## src/rtl/tx_ctrl_pkg.sv

```systemverilog
// Shared definitions for the command-transmit control path: FSM encoding,
// command word layout and default inter-command gap values.
package tx_ctrl_pkg;

  typedef enum logic [1:0] {
    IDLE  = 2'd0,
    ISSUE = 2'd1,
    WAIT  = 2'd2
  } arb_state_e;

  // Command word layout: {dev, mod, addr, data}
  localparam int CMD_W    = 32;
  localparam int DEV_LSB  = 24;
  localparam int MOD_LSB  = 16;
  localparam int ADDR_LSB = 8;
  localparam int DATA_LSB = 0;

  // Hold-off long enough for the serial encoder to shift out one frame:
  // 4 bytes x 11 bits x 1000 clocks per bit. The sim value is 100x shorter.
  localparam logic [19:0] GAP_HW  = 20'd44000;
  localparam logic [19:0] GAP_SIM = 20'd440;

endpackage

```

## src/rtl/tx_cmd_rr4.sv

```systemverilog
// Combinational 4-way round-robin selector: first set request bit found
// searching upward from ptr, wrapping modulo 4.
module tx_cmd_rr4 (
  input  logic [3:0] req,
  input  logic [1:0] ptr,
  output logic       any,
  output logic [1:0] win
);

  logic [1:0] idx;
  logic       found;

  // Scan ptr, ptr+1, ... with natural 2-bit wrap; first hit wins
  always_comb begin
    any   = |req;
    win   = ptr;
    idx   = ptr;
    found = 1'b0;
    for (int k = 0; k < 4; k++) begin
      idx = ptr + 2'(k);
      if (!found && req[idx]) begin
        win   = idx;
        found = 1'b1;
      end
    end
  end

endmodule

```

## src/rtl/tx_cmd_arb.sv

```systemverilog
// Round-robin arbiter feeding the single command-transmit interface.
// A granted command is strobed for one cycle, then the arbiter holds off
// for cmd_gap cycles (minimum 1) so the serial phy can finish the frame.
module tx_cmd_arb
  import tx_ctrl_pkg::*;
#(
  parameter int NREQ  = 4,
  parameter int CNT_W = 20
) (
  input  logic                  clk_sys,
  input  logic                  rst_n,
  input  logic [NREQ-1:0]       req,
  input  logic [CMD_W*NREQ-1:0] req_cmd,
  output logic [NREQ-1:0]       req_ack,
  input  logic [CNT_W-1:0]      cmd_gap,
  output logic [7:0]            cmdt_dev,
  output logic [7:0]            cmdt_mod,
  output logic [7:0]            cmdt_addr,
  output logic [7:0]            cmdt_data,
  output logic                  cmdt_vld,
  output logic                  busy,
  output logic [15:0]           cmd_cnt
);

  arb_state_e         state_q;
  logic [1:0]         ptr_q;
  logic [1:0]         win_q;
  logic [CNT_W-1:0]   gap_q;
  logic [CMD_W-1:0]   word_q;
  logic               vld_q;
  logic [NREQ-1:0]    ack_q;
  logic               busy_q;
  logic [15:0]        cnt_q;

  logic               rr_any;
  logic [1:0]         rr_win;

  tx_cmd_rr4 u_rr (
    .req (req[3:0]),
    .ptr (ptr_q),
    .any (rr_any),
    .win (rr_win)
  );

  // Arbitration FSM; strobe, ack, busy and counter are registered with state
  always_ff @(posedge clk_sys or negedge rst_n) begin
    if (!rst_n) begin
      state_q <= IDLE;
      ptr_q   <= '0;
      win_q   <= '0;
      gap_q   <= '0;
      word_q  <= '0;
      vld_q   <= 1'b0;
      ack_q   <= '0;
      busy_q  <= 1'b0;
      cnt_q   <= '0;
    end else begin
      vld_q <= 1'b0;
      ack_q <= '0;
      case (state_q)
        IDLE: begin
          if (rr_any) begin
            word_q  <= req_cmd[{rr_win, 5'd0} +: CMD_W];
            win_q   <= rr_win;
            vld_q   <= 1'b1;
            ack_q   <= NREQ'(1) << rr_win;
            cnt_q   <= cnt_q + 16'd1;
            busy_q  <= 1'b1;
            state_q <= ISSUE;
          end
        end
        ISSUE: begin
          // Gap is sampled only here; zero is stretched to one cycle
          ptr_q   <= win_q + 2'd1;
          gap_q   <= (cmd_gap == '0) ? CNT_W'(1) : cmd_gap;
          state_q <= WAIT;
        end
        WAIT: begin
          if (gap_q == CNT_W'(1)) begin
            gap_q   <= '0;
            busy_q  <= 1'b0;
            state_q <= IDLE;
          end else begin
            gap_q <= gap_q - CNT_W'(1);
          end
        end
        default: begin
          busy_q  <= 1'b0;
          state_q <= IDLE;
        end
      endcase
    end
  end

  assign cmdt_dev  = word_q[DEV_LSB  +: 8];
  assign cmdt_mod  = word_q[MOD_LSB  +: 8];
  assign cmdt_addr = word_q[ADDR_LSB +: 8];
  assign cmdt_data = word_q[DATA_LSB +: 8];
  assign cmdt_vld  = vld_q;
  assign req_ack   = ack_q;
  assign busy      = busy_q;
  assign cmd_cnt   = cnt_q;

endmodule
```

## config.mk

```make
export PLATFORM = sky130hd
export DESIGN_NAME = tx_cmd_arb
export DESIGN_NICKNAME = d
export VERILOG_FILES = /design/src/rtl/tx_ctrl_pkg.sv /design/src/rtl/tx_cmd_rr4.sv /design/src/rtl/tx_cmd_arb.sv
export SDC_FILE = /design/constraint.sdc
export NUM_CORES = 1
export LEC_CHECK = 0
export CORE_MARGIN = 2
export CORE_UTILIZATION = 40
export CTS_CLUSTER_SIZE = 10
export DETAILED_ROUTE_END_ITERATION = 16
export PLACE_DENSITY = 0.78
export RECOVER_POWER = 100
export SLEW_MARGIN = 20
export SYNTH_ARGS = -nofsm -noshare
export SYNTH_HDL_FRONTEND = slang
export SYNTH_SLANG_ARGS = --single-unit
```

## constraint.sdc

```tcl
create_clock -name clk_sys -period 2.5 [get_ports clk_sys]
set_clock_uncertainty 0.15 [all_clocks]
set_input_delay 0.5 -clock clk_sys [delete_from_list [all_inputs] [get_ports clk_sys]]
set_output_delay 0.5 -clock clk_sys [all_outputs]
set_load 0.01 [all_outputs]
```

---- Word-level counts from Yosys, hierarchy flattened ----
Cells that the tools add are included.
storage, ports and cells
  flip-flop bits (word level) ............. 80
  latch bits .............................. 0
  RAM bits ................................ 0
  memory bits (read-only) ................. 0
  input port bits ......................... 154
  output and inout port bits .............. 54
  memories ................................ 0
cells by class
  add/subtract/negate cells ............... 6
  $mul .................................... 0
  divide/modulo/power cells ............... 0
  magnitude comparators ................... 4
  equal/unequal tests ..................... 5
  shift operators ......................... 2
  muxes and demuxes ....................... 27
  bitwise logic cells ..................... 1
  reduce and logical (&&, ||, !) cells .... 13
operators by type and width
  cell                   number
  $shiftx 128x8->32      1
  $mux 20                2
  $pmux 20 s2            1
  $eq 20x1->1 const B    1
  $logic_not 20->1       1
  $sub 20x1->20 const B  1
  $add 16x1->16 const B  1
  $lt 2x3->1 const B     4
  $mux 1                 11
  $mux 2                 5
  $bmux 1 s2             4
  $mux 4                 2
  $pmux 2 s3             1
  $add 2x1->2 const B    2
  $add 2x2->2 const B    2
  $ne 2x2->1 const B     2
  $reduce_and 2->1       2
  $reduce_or 4->1        1
  $shl 1x2->4 const A    1
  $logic_and 1x1->1      3
  $logic_not 1->1        3
  $pmux 1 s3             1
  $reduce_and 3->1       1
  $eq 2x1->1 const B     1
  other kinds (4)        4

---- Depth between registers and ports, before layout ----
Gate-level depths: netlist (run 1).
  depth after elaboration ................. 15
  mapped depth ............................ 9
  mapped depth without buffers ............ 8

---- Cells and area by module ----
From an unflattened synthesis (run 1), not the netlist that was laid out.
unflattened totals
  cell total of the unflattened synthesis .. 461
  area total of the unflattened synthesis .. 4,604.4 um^2
by module, submodules not included
  module      times used  cells each  area an instance (um^2)  seq. area each (um^2)
  tx_cmd_arb  1           445         4,508.1                  2,001.9
  tx_cmd_rr4  1           16          96.3                     0.0

---- Least setup slack after synthesis (run 1) ----
No wires, ideal clock.
  path kind ............................... flip-flop to flip-flop
  start ................................... register gap_q[6]
  end ..................................... register gap_q[7]
  setup time .............................. 0.126 ns
  arrival time ............................ 1.987 ns
  required time ........................... 2.224 ns
  setup slack ............................. 0.237 ns
  cell stages (with the launch flop) ...... 7
  path buffers ............................ 1
  clock period less this slack ............ 2.263 ns
  cells stage by stage .................... dfrtp_1 -> or4_4 -> nor4_4 -> a21o_1 -> buf_6 -> o21ai_1 -> a221o_1
on the way
  longest elaborated chain between the ends .. 3
  elaborated cells between the ends (all ways) .. 4
  those cells by class .................... add/sub: 1; eq/ne: 1; mux: 2
RTL lines
  element                                       RTL line                            text
  start, declared                               tx_cmd_arb.sv:28                    logic [CNT_W-1:0] gap_q;
  start signal, assigned                        tx_cmd_arb.sv:75                    gap_q <= (cmd_gap == '0) ? CNT_W'(1) : cmd_gap;
  start signal, assigned                        tx_cmd_arb.sv:84                    gap_q <= gap_q - CNT_W'(1);
  $sub 20x1->20 or $eq 20x1->1 (tied branches)  tx_cmd_arb.sv:84, tx_cmd_arb.sv:79
  $mux 20 (*)                                   tx_cmd_arb.sv:79                    if (gap_q == CNT_W'(1)) begin
  $pmux 20 s2 (*)                               tx_cmd_arb.sv:60                    case (state_q)
Every way passes the cells marked *; elsewhere a longest branch is shown, timed or not.
A chain may end at the register's enable or synchronous reset.

---- Final worst setup path (run 1) ----
  start ................................... register gap_q[13]
  end ..................................... register gap_q[7]
on the way
  longest elaborated chain between the ends .. 3
RTL lines
  element      RTL line
  $eq 20x1->1  tx_cmd_arb.sv:79
  $mux 20      tx_cmd_arb.sv:79
  $pmux 20 s2  tx_cmd_arb.sv:60
Every way passes these cells.

==> results by group, run 1 <==
Worst setup path
  • Slowest cell delay on critical path: 0.59 ns
  • Slowest-stage cell, CP: or4_4
  • Crit-path max FO: 10
  • WP data required: 2.57 ns
  • Type of the worst setup path: flip-flop to flip-flop
  • CP startpoint kind: flip-flop
  • Endpoint class of the critical path: flip-flop
  • CP arrival: 2.47 ns
  • Cells along the critical path: or4_4 > nor4_2 > a21o_1 > buf_12 > o21ai_1 > a221o_1

Timing
  • Final period util: 95.9%
  • Setup TNS Final: 0 ns
  • Headroom to the max-slew limit: 25.7%
  • Hold slack: 0.215 ns
  • Setup Viol. Count Final: 0
  • Slew @ Worst Pin: 1.11 ns
  • Max-slew violations: 0
  • RSZ-0062 raised after global routing: false
  • Min cycle time layout: 2.40 ns
  • Fmax: 417 MHz
  • PnR worst setup slack: 0.102 ns
  • Fin. Hold Viols: 0

Floorplanning
  • CORE AREA: 11300 um2
  • Initial Util: 40.5%
  • Die ar.: 12300 um2
  • Die Ht: 111 um
  • Site Rows: 39
  • Io pins: 208
  • Die X-Extent: 111 um

Cells and area
  • Final Instance Area: 7320 um2
  • Area occupied by multi-input gates: 2420 um2
  • Final Core Density: 64.6%
  • Storage element area: 2000 um2
  • Layout Nets: 845
  • Inserted Diodes: 0
  • Area Growth Syn to Fin: 59.7%
  • Fillers: 900
  • Share of post-route cells with drive strength above 1: 8.84%
  • Layout Cells excl Fill: 833

Clock network
  • H-tree level count: 3
  • Setup bufs post-CTS: 0
  • Gates resized, CTS repair: 0
  • CTS tree: built
  • Clock sink count: 80
  • # hold bufs at CTS: 0
  • Clk slew on worst S/H paths: 0.07 ns
  • Clk_lat worst skew: 0.34 ns
  • Num CTS Buffers: 9
  • CTS max path bufs: 2
  • Root buffer cell: clkbuf_16

Power and ir drop
  • Static Leak: 3.24 nW
  • Gate power share: 53.0%
  • Power density over the cells: 1060 nW/um2
  • Peak VDD IR: 0.584 mV
  • P_int: 4.67 mW
  • Total power draw: 7.77 mW
  • Psw: 3.11 mW
  • Register share of total power: 29.4%
  • Clock power frac: 17.6%
  • Sw Share: 39.9%

Yosys
  • Post-synth net total: 623
  • Syn_area_per_cell: 9.90 um2
  • Most common cell in the netlist: dfrtp_1
  • Leading area contributor after synthesis: dfrtp_1
  • Post-Synthesis Cell Area: 4580 um2
  • Flop and latch count out of synthesis: 80
  • EDFF count, synth: 0
  • Top FF cell, synth: dfrtp_1
  • Cells after Synth: 463
  • Netlist cell types: 58
  • Synth top area share: 43.7%
  • Synth Warn #: 0
  • Area contributors post-synth: dfrtp_1, mux2i_1, o221ai_1
  • Post-synthesis sequential area ratio: 43.7%
  • Post-synthesis async set-or-reset flop share: 100%
  • Commonest cells post-synth: dfrtp_1, mux2i_1, nand2_1

Placement
  • Placed inst area: 7030 um2
  • Gpl congestion: 0.941
  • Port bufs: 207
  • Cell total after placement: 817
  • Pre-CTS worst setup slack: -0.0928 ns
  • HPWL Detailed: 12000 um

Routing
  • DR iter-0 viols: 303
  • Drt drc: 0
  • WL final: 15600 um
  • Routed len/inst: 18.8 um
  • Routed Antenna Nets: 0
  • Detailed-route via count: 4630
  • Vias/cell: 5.56
  • Pre-Repair DR Iteration Count: 5

Global routing
  • Gr usage total: 25.4%
  • Vias in the first global route: 4776
  • Initial antenna violation count: 0
  • First-pass GRT wire length: 25100 um
  • Largest net degree at the start of global routing: 44
  • GRT Residual Overflow: 0

Run status
  • Status: finished, final reports clean

Run
  • Max-capacitance violation count: 0

Worst hold path
  • Hold crit path type: input pin to asynchronous set/reset pin
cells by family after synthesis:
| logic type | share of synthesized area, % |
|---|---|
| compound gates | 17.0 |
| xor+xnor | 3.06 |
| simple gates | 16.4 |
| mux | 14.2 |
| flops | 43.7 |
| fa+ha+maj | 1.64 |
| buf+inv | 3.93 |
final timing paths:
path / slack, ns / start / depth (start not counted) / to
min: 0.21 / rst_n / 1 / word_q[30]
min in group clk_sys: 0.32 / cmd_cnt[15] / 1 / cmd_cnt[15]
min reg2reg: 0.32 / cmd_cnt[15] / 1 / cmd_cnt[15]
max: 0.10 / gap_q[13] / 6 / gap_q[7]
max reg2reg: 0.10 / gap_q[13] / 6 / gap_q[7]
max in group asynchronous: 0.42 / rst_n / 2 / gap_q[10]
state kept, by name, summed over array words and instances (netlist names):
signal and flops:
busy 1, cmd_cnt 16, cmdt_vld 1, gap_q 20
ptr_q 2, req_ack 4, state_q 2, win_q 2
word_q 32
power by group through the flow:
| stage | combinational (mW) | clock [mW] | sequential [mW] |
|---|---|---|---|
| 2_1_floorplan | 2.31 | 0 | 2.39 |
| 3_3_place_gp | 4.15 | 0 | 2.27 |
| 3_5_place_dp | 4.26 | 0 | 2.30 |
| 4_1_cts | 4.28 | 1.40 | 2.29 |
| 5_1_grt | 4.50 | 1.46 | 2.35 |
| 6_report | 4.12 | 1.37 | 2.28 |
critical path, delay by kind of cell (launching register included):
kind / cells / cell delay (ns)
AOI/OAI and AO/OA: 3 / 0.62
buffers and inverters: 1 / 0.13
DFF: 1 / 0.41
and+or+nand+nor: 2 / 0.98
area by class of cell:
| type | instances | area share (%) |
|---|---|---|
| clock buffers | 9 | 3.08 |
| clock inverters | 7 | 1.15 |
| inverters | 12 | 0.616 |
| multi-input cells | 342 | 33.1 |
| flip-flops and latches | 80 | 27.4 |
| well taps | 143 | 2.45 |
| repair buffers | 240 | 32.3 |
layer usage:
metal	vias to the layer above	wire (um)	global-route usage [%]
met3	33	955	4.81
li1	2191	-	-
met2	192	7860	43.1
met1	2214	6310	31.9
met4	0	519	10.6
met5	-	0	0
placed cells by master, fill, tap and decap left out, types with 12 or more instances in the layout:
cell and n:
buf_4 19, clkdlybuf4s50_1 152, dfrtp_1 80, dlygate4sd3_1 54
mux2i_1 64, nand2_1 61, nor2_1 23, nor4_1 12
o21ai_0 16, o221ai_1 32, xnor2_1 12
No activity file was read; power rests on OpenSTA's default activity.
==> run 2: changes to the inputs <==
Settings changed: ABC_AREA from default to 1, PLACE_DENSITY 0.78 to 0.75.
==> run 2 against run 1 <==
- hold slack gained 0.13 ns
- count of clock-buffer cells in the layout grew 1
- critical path depth grew 4
- largest cell class unchanged
==> results by group, run 2 <==
Yosys
  • Post-synthesis async set-or-reset flop share: 100% (unchanged)
  • Commonest cells post-synth: nand2_1, nand3_1, dfrtp_1
  • Cells after Synth: 762 (+65%)
  • EDFF count, synth: 0 (unchanged)
  • Post-synth net total: 922 (+48%)
  • Most common cell in the netlist: nand2_1
  • Synth Warn #: 0 (unchanged)
  • Netlist cell types: 30 (-48%)
  • Flop and latch count out of synthesis: 80 (unchanged)
  • Leading area contributor after synthesis: dfrtp_1
  • Syn_area_per_cell: 6.83 um2 (-31%)
  • Synth top area share: 38.5% (-5.2 points)
  • Area contributors post-synth: dfrtp_1, nand2_1, nand3_1
  • Post-Synthesis Cell Area: 5200 um2 (+14%)
  • Top FF cell, synth: dfrtp_1
  • Post-synthesis sequential area ratio: 38.5% (-5.2 points)

Run
  • Max-capacitance violation count: 0 (unchanged)

Cells and area
  • Most frequent cells in the layout: nand2_1, clkdlybuf4s50_1, nand3_1
  • Largest register FFs: 32 (unchanged)
  • Share of post-route cells with drive strength above 1: 7.06% (-1.8 points)
  • Area Growth Syn to Fin: 51.1%
  • Final Core Density: 62.1% (-2.6 points)
  • Area occupied by multi-input gates: 2830 um2 (+17%)
  • Largest reg by FF count: word_q
  • Fillers: 1156 (+28%)
  • Inserted Diodes: 0 (unchanged)
  • Storage element area: 2000 um2 (unchanged)
  • Layout Nets: 1132 (+34%)
  • Commonest non-fill, non-tap cell in the layout: nand2_1

Clock network
  • CTS tree: built
  • Setup bufs post-CTS: 0 (unchanged)
  • Clk_lat worst skew: 0.34 ns (about the same)
  • Clk slew on worst S/H paths: 0.06 ns (about the same)
  • CTS max path bufs: 2 (unchanged)
  • H-tree level count: 3 (unchanged)
  • Gates resized, CTS repair: 0 (unchanged)
  • Root buffer cell: clkbuf_16
  • Clock sink count: 80 (unchanged)
  • Num CTS Buffers: 9 (unchanged)

Floorplanning
  • Die Ht: 118 um (+6.3%)
  • Io pins: 208 (unchanged)
  • Initial Util: 41.1% (+0.60 points)
  • Die ar.: 13900 um2 (+13%)
  • Site Rows: 41 (+5.1%)
  • Die X-Extent: 118 um (+6.3%)
  • CORE AREA: 12700 um2 (+12%)

Global routing
  • Largest net degree at the start of global routing: 39 (-11%)
  • Gr usage total: 24.2% (-1.2 points)
  • GRT Residual Overflow: 0 (unchanged)
  • First-pass GRT wire length: 27300 um (+9.1%)
  • Vias in the first global route: 5674 (+19%)
  • Initial antenna violation count: 0 (unchanged)

Placement
  • Gpl congestion: 0.891 (-5.4%)
  • HPWL Detailed: 12300 um (+2.3%)
  • Port bufs: 207 (unchanged)

Routing
  • Detailed-route via count: 5770 (+25%)
  • Pre-Repair DR Iteration Count: 5 (unchanged)
  • DR iter-0 viols: 426 (+41%)
  • Routed len/inst: 14.5 um (-23%)
  • WL final: 16700 um (+6.9%)
  • Vias/cell: 5.02 (-9.7%)
  • Routed Antenna Nets: 0 (unchanged)
  • Drt drc: 0 (unchanged)

Timing
  • RSZ-0062 raised after global routing: false
  • Setup TNS Final: 0 ns (unchanged)
  • Fmax: 443 MHz (+6.2%)
  • Hold slack: 0.341 ns (+0.126 ns)
  • Min cycle time layout: 2.26 ns (-0.140 ns)
  • Setup Viol. Count Final: 0 (unchanged)
  • Max-slew violations: 0 (unchanged)
  • Fin. Hold Viols: 0 (unchanged)
  • Final period util: 90.3% (-5.6 points)
  • Slew @ Worst Pin: 1.20 ns (+0.0855 ns)
  • Headroom to the max-slew limit: 20.0% (-5.7 points)

Power and ir drop
  • Register share of total power: 39.9% (+10 points)
  • Gate power share: 15.2% (-38 points)
  • P_int: 2.49 mW (-47%)
  • Power density over the cells: 413 nW/um2 (-61%)
  • Peak VDD IR: 0.324 mV (-45%)
  • Sw Share: 23.4% (-17 points)
  • Psw: 0.758 mW (-76%)
  • Static Leak: 3.96 nW (+22%)
  • Clock power frac: 44.9% (+27 points)

Worst setup path
  • WP data required: 2.63 ns (+0.06 ns)
  • Crit-path max FO: 17 (+7)
  • RR Endpoint: gap_q[14]
  • CP startpoint kind: input pin
  • Type of the worst setup path: input pin to flip-flop
  • RR Startpoint: state_q[0]
  • Endpoint class of the critical path: flip-flop
  • Reg2reg path depth: 6 (unchanged)
  • Reg2reg setup slack: 0.30 ns (+0.20 ns)
  • CP arrival: 2.38 ns (-0.09 ns)

Worst hold path
  • Hold Path End: word_q[27]
  • Hold Crit Depth: 2
  • Hold crit path type: flip-flop to flip-flop
  • Hold wc startpoint: word_q[27]

Run status
  • Status: finished, final reports clean
run 2: changes by cell type in the layout (fill, tap and decap cells not counted), moves of 15 or more:
cell,change
a21oi_1,+18
nand3_1,+109
o221ai_1,-32
nand2_1,+261
mux2i_1,-64
inv_1,+23
nor2_1,+17
nand2_2,+15
run 2: how the worst max path moves through the flow:
stage / start / endpoint / cells past startpoint
floorplan: gap_q[10] / busy / 8
global placement: req[1] / word_q[21] / 16
detailed placement: req[1] / word_q[0] / 16
CTS: req[1] / word_q[1] / 16
global route: req[0] / req_ack[3] / 15
finish: req[1] / word_q[27] / 10
run 2: stage by stage:
stage          area (um2)  power (mW)  std cells  worst slack (ns)
6_report             7860        3.24       1149             0.242
5_1_grt              7860        3.38       1149            0.0214
4_1_cts              7900        3.28       1149             0.247
3_5_place_dp         7560        1.81       1132            -0.114
3_3_place_gp         7560        1.82       1132           -0.0911
2_1_floorplan        5200        1.49        762             0.614
run 2: per-layer routing:
layer  GRT usage (%)  routed length [um]
met1            29.6                6950
met2            40.8                8060
met3            5.72                1290
met4            9.86                 421
met5               0                   0
run 2: timing repair:
item                       in CTS  in global routing
hold endpoints to repair       17                  0
setup endpoints to repair       0                  0
hold buffers                    1                  0
run 2: layout make-up:
cell class	count	share of cell area, %
clock inverter	6	1.15
inverter	36	1.72
tap	172	2.74
clock buffer	10	3.04
sequential	80	25.5
timing repair buffer	238	30.0
multi-input combinational	607	35.9
run 2: kinds of logic (layout without fill, tap and decap cells):
logic type | Yosys count | after routing | share of synthesized area [%]
AO/OA/AOI/OAI | 55 | 55 | 5.89
XOR/XNOR | 26 | 26 | 4.38
adder cells (fa/ha/maj) | 6 | 6 | 1.44
buffers and inverters | 75 | 290 | 7.19
flip-flops | 80 | 80 | 38.5
multiplexers | 1 | 1 | 0.216
AND/OR/NAND/NOR | 519 | 519 | 42.4
run 2: critical path: stages:
cell	delay (ns)
clkdlybuf4s50_1	0.50
inv_1	0.07
nand4_1	0.17
nand2_2	0.08
clkbuf_4	0.14
buf_4	0.17
inv_1	0.12
clkbuf_2	0.36
nand3_1	0.15
nand3_1	0.10
run 2: power groups by stage:
| stage | combinational [mW] | sequential [mW] | clock [mW] |
|---|---|---|---|
| CTS | 0.498 | 1.29 | 1.49 |
| global placement | 0.498 | 1.32 | 0 |
| floorplan | 0.170 | 1.32 | 0 |
| detailed placement | 0.495 | 1.32 | 0 |
| global route | 0.543 | 1.29 | 1.54 |
| finish | 0.492 | 1.29 | 1.46 |
==> run 3: changes to the inputs <==
Settings changed: PLACE_DENSITY 0.75 to 0.78.
Clock period 2.5 ns to 1.9 ns, I/O delays scaled along.
==> run 3 against run 2 <==
- the flow now finishes with violations (setup timing)
- hold slack better by 0.0012 ns
- first-iteration DRC count shrank 4.7%
- global-route usage rose by 0.54 points
- combinational power rose by 46%
- die area is the same
- clock power increased by 14%
- sequential power increased by 32%
- power is 26% higher
- sequential share of layout area fell by 2.2 points
- routed wire length is 8.0% higher
- count of clock-buffer cells in the layout rose by 1
- largest power group is now registers
==> results by group, run 3 (synthesis results as in run 2) <==
Worst setup path
  • Endpoint class of the critical path: flip-flop
  • CP arrival: 2.17 ns (-0.21 ns)
  • Reg2reg path depth: 15 (+9)
  • RR Startpoint: ptr_q[0]
  • Slowest-stage cell, CP: dfrtp_2
  • CP startpoint kind: flip-flop
  • Type of the worst setup path: flip-flop to flip-flop
  • Slowest cell delay on critical path: 0.46 ns (-0.04 ns)
  • Reg2reg setup slack: -0.21 ns (-0.51 ns)
  • Top cell by count, worst path: nand2_1
  • Cells along the critical path: buf_12 > nand2_1 > nand2_2 > nand2_1 > nand2_1 > nand2_2 > nor2_4 > nand2_1 > nand2_1 > nand2_2 > nand2_8 > buf_12 > clkbuf_16 > nand3_1 > nand3_1
  • WP data required: 1.97 ns (-0.66 ns)
  • Crit-path max FO: 9 (-8)
  • CP Launch Point: ptr_q[0]

Worst hold path
  • Hold wc startpoint: word_q[31]
  • Hold Crit Depth: 2 (unchanged)
  • Hold crit path type: flip-flop to flip-flop

Run status
  • Failing checks: setup timing
  • Status: complete, but fails checks

Power and ir drop
  • Total power draw: 4.08 mW (+26%)
  • Static Leak: 4.17 nW (+5.4%)
  • Peak VDD IR: 0.471 mV (+46%)
  • Power density over the cells: 472 nW/um2 (+14%)

Cells and area
  • Share of post-route cells with drive strength above 1: 18.1% (+11 points)
  • Layout Cells excl Fill: 1201 (+4.5%)
  • Storage element area: 2000 um2 (+0.12%)
  • Area Growth Syn to Fin: 65.9%
  • Area occupied by multi-input gates: 3070 um2 (+8.8%)
  • Commonest non-fill, non-tap cell in the layout: nand2_1
  • Largest register FFs: 32 (unchanged)
  • Layout Nets: 1184 (+4.6%)
  • Largest reg by FF count: word_q
  • Most frequent cells in the layout: nand2_1, clkdlybuf4s50_1, nand3_1
  • Final Core Density: 68.1% (+6.1 points)
  • Fillers: 1073 (-7.2%)

Routing
  • Pre-Repair DR Iteration Count: 6 (+1)
  • WL final: 18000 um (+8.0%)
  • Detailed-route via count: 6116 (+6.0%)
  • Drt drc: 0 (unchanged)
  • Routed Antenna Nets: 0 (unchanged)
  • Vias/cell: 5.09 (+1.4%)
  • DR iter-0 viols: 406 (-4.7%)
  • Routed len/inst: 15.0 um (+3.3%)

Global routing
  • Largest net degree at the start of global routing: 35 (-10%)
  • Vias in the first global route: 5895 (+3.9%)
  • Gr usage total: 24.7% (+0.54 points)
  • GRT Residual Overflow: 0 (unchanged)
  • First-pass GRT wire length: 28300 um (+3.5%)
  • Initial antenna violation count: 1 (+1)

Timing
  • Fmax: 475 MHz
  • PnR worst setup slack: -0.206 ns (-0.448 ns)
  • RSZ-0062 raised after global routing: true
  • Setup Viol. Count Final: 47 (+47)
  • Fin. Hold Viols: 0 (unchanged)
  • Headroom to the max-slew limit: 47.2% (+27 points)
  • Max-slew violations: 0 (unchanged)
  • Min cycle time layout: 2.11 ns
  • Final period util: 111%
  • Slew @ Worst Pin: 0.792 ns (-0.408 ns)

Placement
  • Cell total after placement: 1164 (+2.8%)
  • Gpl congestion: 0.884 (-0.80%)
  • Port bufs: 207 (unchanged)
  • HPWL Detailed: 12600 um (+2.3%)

Floorplanning
  • Initial Util: 41.1% (unchanged)
  • Io pins: 208 (unchanged)
  • Site Rows: 41 (unchanged)
  • CORE AREA: 12700 um2 (unchanged)
  • Die X-Extent: 118 um (unchanged)
  • Die ar.: 13900 um2 (unchanged)
  • Die Ht: 118 um (unchanged)

Clock network
  • Clk_lat worst skew: 0.34 ns (about the same)
  • H-tree level count: 3 (unchanged)
  • Root buffer cell: clkbuf_16
  • CTS tree: built
  • CTS max path bufs: 2 (unchanged)
  • Clk slew on worst S/H paths: 0.06 ns (about the same)
  • Num CTS Buffers: 9 (unchanged)
  • Clock sink count: 80 (unchanged)

Run
  • Max-capacitance violation count: 0 (unchanged)
-- run 3: cell count changes in the layout (fill, tap and decap cells not counted), moves of 7 or more --
cell / delta
buf_4: +43
nand2_2: +18
inv_1: -7
nor2_1: -20
clkdlybuf4s50_1: +26
nand2_1: -21
nor2_4: +12
nand3_1: -8
nor2_2: +8
nand3_2: +8
dlygate4sd3_1: -32
-- run 3: final timing paths --
| kind | to |
|---|---|
| min in group asynchronous | gap_q[17] |
| hold reg to reg | word_q[31] |
| max in group asynchronous | word_q[0] |
| setup reg to reg | word_q[10] |
| hold / removal | word_q[31] |
| setup / recovery | word_q[10] |
-- run 3: layout make-up --
class                           instances  share of cell area [%]
Tap cell                              172                    2.49
Inverter                               36                    1.61
Antenna cell                            1                  0.0290
Clock buffer                           11                    2.93
Multi-Input combinational cell        607                    35.6
Timing Repair Buffer                  288                    33.6
Clock inverter                          4                   0.348
Timing Repair inverter                  2                   0.174
Sequential cell                        80                    23.2
-- run 3: metal layers --
layer	GRT usage [%]	wire length, um	up-vias
li1	-	-	2988
met2	42.1	8880	267
met1	30.7	7330	2817
met4	9.56	530	0
met3	5.14	1310	44
met5	0	0	-
-- run 3: power by group --
part | leakage, nW | internal, mW | switching (mW)
clock network | 0.138 | 0.951 | 0.707
registers | 1.02 | 1.70 | 0
logic | 3.01 | 0.419 | 0.297
total | 4.17 | 3.07 | 1.00
-- run 3: worst max-delay path: cells and delay by family (launching register included) --
kind / cells / cell delay [ns]
buffers and inverters: 3 / 0.44
flip-flops: 1 / 0.46
AND/OR/NAND/NOR: 12 / 0.92
-- run 3: repair_timing --
action	4_1_cts	5_1_grt
cloned	2	3
setup buffers	3	12
endpoints found under the hold margin	28	0
endpoints found under the setup margin	57	72
gates resized for setup	33	76
pin swaps	3	13
hold buffers	1	0
-- run 3: metrics by stage --
step           TNS, ns  instance area, um2  setup WS, ns  hold slack (ns)
3_5_place_dp    -22.16                7880        -0.485            0.206
4_1_cts          -3.80                8310        -0.147            0.350
6_report         -5.77                8630        -0.206            0.342
5_1_grt         -15.45                8630        -0.335            0.362
2_1_floorplan        0                5200        0.0141          -0.0656
3_3_place_gp    -20.50                7880        -0.449            0.210
